===== src/rtl/l2_arbiter.sv =====
// l2_arbiter: two-port (instruction / data) arbiter in front of the L2 cache
// control. A granted port owns the L2 bus until its transaction is acked or
// it drops its cycle; ties in IDLE alternate using last_grant. Each port keeps
// a saturating count of completed transactions.
module l2_arbiter #(
  parameter int ADDR_W = 32,
  parameter int DATA_W = 256
) (
  input  logic              clk,
  input  logic              rst_n,
  // instruction-side requester
  input  logic              i_cyc,
  input  logic              i_stb,
  input  logic              i_we,
  input  logic [ADDR_W-1:0] i_adr,
  input  logic [DATA_W-1:0] i_dat_w,
  output logic              i_ack,
  output logic [DATA_W-1:0] i_dat_r,
  // data-side requester
  input  logic              d_cyc,
  input  logic              d_stb,
  input  logic              d_we,
  input  logic [ADDR_W-1:0] d_adr,
  input  logic [DATA_W-1:0] d_dat_w,
  output logic              d_ack,
  output logic [DATA_W-1:0] d_dat_r,
  // toward L2 cache control
  output logic              l2_cyc,
  output logic              l2_stb,
  output logic              l2_we,
  output logic [ADDR_W-1:0] l2_adr,
  output logic [DATA_W-1:0] l2_dat_w,
  input  logic              l2_ack,
  input  logic [DATA_W-1:0] l2_dat_r,
  // status
  output logic [1:0]        grant,
  input  logic              cnt_clr,
  output logic [15:0]       i_cnt,
  output logic [15:0]       d_cnt
);

  localparam logic [1:0] IDLE    = 2'd0;
  localparam logic [1:0] SERVE_I = 2'd1;
  localparam logic [1:0] SERVE_D = 2'd2;

  // last_grant encoding: which port was most recently granted
  localparam logic LG_I = 1'b0;
  localparam logic LG_D = 1'b1;

  logic [1:0]  state_r;
  logic [1:0]  state_nxt_s;
  logic        last_grant_r;
  logic        last_grant_nxt_s;
  logic [15:0] i_cnt_r;
  logic [15:0] d_cnt_r;
  logic        req_i_s;
  logic        req_d_s;
  logic        i_done_s;
  logic        d_done_s;

  // Counter step that sticks at all-ones instead of wrapping.
  function automatic logic [15:0] sat_inc(input logic [15:0] v);
    return (v == 16'hFFFF) ? v : v + 16'd1;
  endfunction

  assign req_i_s  = i_cyc & i_stb;
  assign req_d_s  = d_cyc & d_stb;

  // A completion needs the owner still holding its cycle when L2 acks;
  // an ack coinciding with a dropped cycle is an abort, not a completion.
  assign i_done_s = (state_r == SERVE_I) & i_cyc & l2_ack;
  assign d_done_s = (state_r == SERVE_D) & d_cyc & l2_ack;

  assign i_ack    = i_done_s;
  assign d_ack    = d_done_s;
  assign i_dat_r  = l2_dat_r;
  assign d_dat_r  = l2_dat_r;

  // grant is a pure decode of the state register, so requests never reach it
  assign grant    = {(state_r == SERVE_D), (state_r == SERVE_I)};

  assign i_cnt    = i_cnt_r;
  assign d_cnt    = d_cnt_r;

  // Next-state and last_grant selection; a grant is held until ack or abort.
  always_comb begin
    state_nxt_s      = state_r;
    last_grant_nxt_s = last_grant_r;
    case (state_r)
      IDLE: begin
        if (req_i_s && req_d_s) begin
          if (last_grant_r == LG_D) begin
            state_nxt_s      = SERVE_I;
            last_grant_nxt_s = LG_I;
          end else begin
            state_nxt_s      = SERVE_D;
            last_grant_nxt_s = LG_D;
          end
        end else if (req_i_s) begin
          state_nxt_s      = SERVE_I;
          last_grant_nxt_s = LG_I;
        end else if (req_d_s) begin
          state_nxt_s      = SERVE_D;
          last_grant_nxt_s = LG_D;
        end else begin
          state_nxt_s = IDLE;
        end
      end
      SERVE_I: begin
        if (!i_cyc || l2_ack) begin
          state_nxt_s = IDLE;
        end else begin
          state_nxt_s = SERVE_I;
        end
      end
      SERVE_D: begin
        if (!d_cyc || l2_ack) begin
          state_nxt_s = IDLE;
        end else begin
          state_nxt_s = SERVE_D;
        end
      end
      default: begin
        state_nxt_s = IDLE;
      end
    endcase
  end

  // Route the owning port onto the L2 bus; IDLE drives an all-zero bus.
  always_comb begin
    l2_cyc   = 1'b0;
    l2_stb   = 1'b0;
    l2_we    = 1'b0;
    l2_adr   = '0;
    l2_dat_w = '0;
    case (state_r)
      SERVE_I: begin
        l2_cyc   = 1'b1;
        l2_stb   = 1'b1;
        l2_we    = i_we;
        l2_adr   = i_adr;
        l2_dat_w = i_dat_w;
      end
      SERVE_D: begin
        l2_cyc   = 1'b1;
        l2_stb   = 1'b1;
        l2_we    = d_we;
        l2_adr   = d_adr;
        l2_dat_w = d_dat_w;
      end
      default: begin
        l2_cyc = 1'b0;
      end
    endcase
  end

  // State and last_grant registers; reset leaves D as last so I wins the first tie.
  always_ff @(posedge clk or negedge rst_n) begin
    if (!rst_n) begin
      state_r      <= IDLE;
      last_grant_r <= LG_D;
    end else begin
      state_r      <= state_nxt_s;
      last_grant_r <= last_grant_nxt_s;
    end
  end

  // Completed-transaction counters; clear wins over a same-cycle completion.
  always_ff @(posedge clk or negedge rst_n) begin
    if (!rst_n) begin
      i_cnt_r <= 16'd0;
      d_cnt_r <= 16'd0;
    end else if (cnt_clr) begin
      i_cnt_r <= 16'd0;
      d_cnt_r <= 16'd0;
    end else begin
      if (i_done_s) begin
        i_cnt_r <= sat_inc(i_cnt_r);
      end
      if (d_done_s) begin
        d_cnt_r <= sat_inc(d_cnt_r);
      end
    end
  end

endmodule


===== config.mk =====
export PLATFORM = sky130hd
export DESIGN_NAME = l2_arbiter
export DESIGN_NICKNAME = d
export VERILOG_FILES = /design/src/rtl/l2_arbiter.sv
export SDC_FILE = /design/constraint.sdc
export NUM_CORES = 1
export LEC_CHECK = 0
export CAP_MARGIN = 20
export CORE_AREA = 3 3 658 660
export DETAILED_ROUTE_END_ITERATION = 6
export DIE_AREA = 0 0 661 663
export PLACE_DENSITY_LB_ADDON = 0.08
export SYNTH_ARGS = -nofsm -noshare
export SYNTH_HDL_FRONTEND = slang
export SYNTH_SLANG_ARGS = --single-unit

===== constraint.sdc =====
create_clock -name clk -period 2 [get_ports clk]
set_input_delay 0.2 -clock clk [delete_from_list [all_inputs] [get_ports clk]]
set_output_delay 0.2 -clock clk [all_outputs]
set_load 0.01 [all_outputs]

==> flow_summary.toml, run 1 <==
[timing]
maxSlewHeadroom = 0.504
skew_ns = 0.0225
worst_hold_slack_ns = 0.328
rsz0062_at_grt = "true"
period_minus_slack_ns = 2.67
fmax_mhz = 374
hold_viol = 0
post-route-period-util = 1.34
setup_viol = 324
worst_slack_ns = -0.673
tightest_slew_ns = 0.744
drv_slew = 0

[clock_network]
cts_sinks = 35
cts_tree = "built"
cts_made_buffers = 5
h-tree-depth = 2
cts-root-buf = "clkbuf_16"
clkLatencyLatePin_ns = 0.33
clkTransAtPathRegs_ns = 0.08
cts.path.max_buffers = 2

[cells_and_area]
fill_cells = 50000
final_cells = 7798
final-seq-area_um2 = 877
layout_common_cells = "clkdlybuf4s50_1, buf_4, buf_12"
areaGrowthSynthToFinish_pct = 195
drive_gt1_frac = 0.452
layout_commonest_cell = "clkdlybuf4s50_1"
nets = 2928
multi_input_area_um2 = 6550
utilization = 0.0701

[hold_path]
hold_class = "in2async"

[power_and_ir_drop]
power_density_nw_per_um2 = 450
peakVddDrop_mv = 0.285
p_leak_uw = 0.00899

[synthesis]
synthArstFlopShare = 1.00
synth_edf_count = 0
synth-main-ff-cell = "dfrtp_1"
ys_ff_latch = 35
synthCells = 1400
synth_nets = 2248
seq_area_frac_synth = 0.0862
syn_area_per_cell_um2 = 7.27
synth_area_leader_cell = "buf_4"
netlist_area_um2 = 10200
ys_types = 37
netlist_top_cells_area = "buf_4, a22oi_1, nor2b_1"
yosysWarnings = 0
synth_top_cell_area_share = 0.379

[setup_path]
cp_data_required_time_ns = 1.80
reg2reg_slack_ns = -0.48
critPathCaptureType = "output port"
worst-setup-path-type = "reg2out"
r2r-start = "state_r[1]$_DFF_PN0_"
reg2reg_to = "d_cnt[14]$_DFFE_PN0P_"
critPathArrivalTime_ns = 2.47
cp-start-kind = "register"
worstPathMaxFanout = 6
reg2reg_depth = 9

[die]
fp.dieH_um = 663
core.rowCount = 240
die-area_um2 = 438000
core_area_um2 = 427000
io_pins = 1681
initial_core_util = 0.0238
die_w_um = 661

[grt]
grt_antenna_before_repair = 186
grt_max_degree = 38
grtUsageTotal = 0.112
overflow = 0
grt_pass1_wl_mm = 291
first_global_vias = 14400

[drt]
avgRoutedWirePerCell_um = 33.7
drtAntennaViolNets = 0
firstDrtPassIters = 4
drt-vias-per-instance = 1.84
drc_errors = 0
drtIter0Drc = 614
wl_mm = 263
vias = 14400

[flow_run]
max_cap_viol_count = 0

[outcome]
violations = "negative setup slack"
status = "complete, but fails checks"

[placed_design]
dp_cells = 7630
hpwl_mm = 238
port_buffers = 912
gp_congestion = 0.785
-- worst max-delay path by stage --
stage,start,endpoint,slack [ns]
final,state_r[1]$_DFF_PN0_,l2_dat_w[6],-0.67
after global routing,state_r[1]$_DFF_PN0_,l2_dat_w[222],-0.78
after CTS,state_r[1]$_DFF_PN0_,l2_dat_w[236],-0.82
after detailed placement,state_r[1]$_DFF_PN0_,l2_dat_w[236],-1.07
after global placement,state_r[1]$_DFF_PN0_,l2_dat_w[236],-1.03
after floorplan,state_r[1]$_DFF_PN0_,l2_dat_w[71],-0.08
-- worst max-delay path: stages (launching register included) --
cell and delay (ns):
dfrtp_1 0.42, buf_6 0.14, ha_4 0.20, buf_12 0.16
buf_12 0.15, buf_8 0.13, a22oi_2 0.59, nor2b_2 0.14
buf_12 0.16
-- synth_stat cells, drive strengths merged (6+ instances only) --
cell / number
a21oi: 26
nor2: 6
nand4: 10
or3: 11
ha: 6
dfrtp: 34
o21ai: 12
or4: 13
nand2: 10
clkbuf: 104
nand3: 14
o31ai: 10
buf: 513
a22oi: 289
inv: 11
nor2b: 291
-- metal layers --
layer | track usage | routed length, um
met5 | 0.00450 | 439
met3 | 0.0938 | 46800
met2 | 0.183 | 120000
met1 | 0.111 | 92300
met4 | 0.0110 | 3810
-- stage by stage --
stage	power [uW]	cell area, um2	setup TNS [ns]	worst slack (ns)
finish	13500	30000	-134.72	-0.673
global route	14400	29900	-182.33	-0.779
CTS	11700	27300	-185.42	-0.817
detailed placement	9380	26000	-91.04	-1.07
global placement	9440	26000	-101.87	-1.03
floorplan	3980	10200	-8.00	-0.0801
-- registers in the layout, indices dropped and copies added, names as in the netlist --
name and flops:
last_grant_r 1, state_r 2, i_cnt 16, d_cnt 16
-- cell type report --
class | count | area share
inverter | 11 | 0.00154
tap | 5687 | 0.237
sequential | 35 | 0.0293
clock inverter | 2 | 0.00117
clock buffer | 6 | 0.00463
timing repair buffer | 1290 | 0.505
antenna | 30 | 0.00250
multi-input combinational | 737 | 0.218
-- kinds of logic after synthesis --
family                   share of synthesized area
AO/OA/AOI/OAI                                0.251
adder cells (fa/ha/maj)                    0.00738
buffers and inverters                        0.421
flip-flops                                  0.0862
multiplexers                               0.00332
AND/OR/NAND/NOR                              0.231
-- power breakdown --
| group | internal, uW | total, uW | switching [uW] | leakage, uW |
|---|---|---|---|---|
| clock | 624 | 1060 | 435 | 0.0000870 |
| sequential | 731 | 752 | 20.5 | 0.000484 |
| combinational | 6250 | 11700 | 5420 | 0.00842 |
-- repair_timing --
action                                  4_1_cts  5_1_grt
endpoints found under the setup margin      324      326
hold buffers                                  1        0
gates resized for setup                     272      531
buffers inserted                             24      106
pin swaps                                    14       26
gates cloned                                 11       25
hold endpoints to repair                      7        0
Power figures use the tool's default switching activity.
==> inputs of run 2 (changes only) <==
--- a/config.mk
+++ b/config.mk
@@ -5,6 +5,7 @@
 export SDC_FILE = /design/constraint.sdc
 export NUM_CORES = 1
 export LEC_CHECK = 0
+export ABC_AREA = 0
 export CAP_MARGIN = 20
 export CORE_AREA = 3 3 658 660
 export DETAILED_ROUTE_END_ITERATION = 6
==> results of run 2 <==
The final DEF is identical to that of run 1; final timing and power are the same.
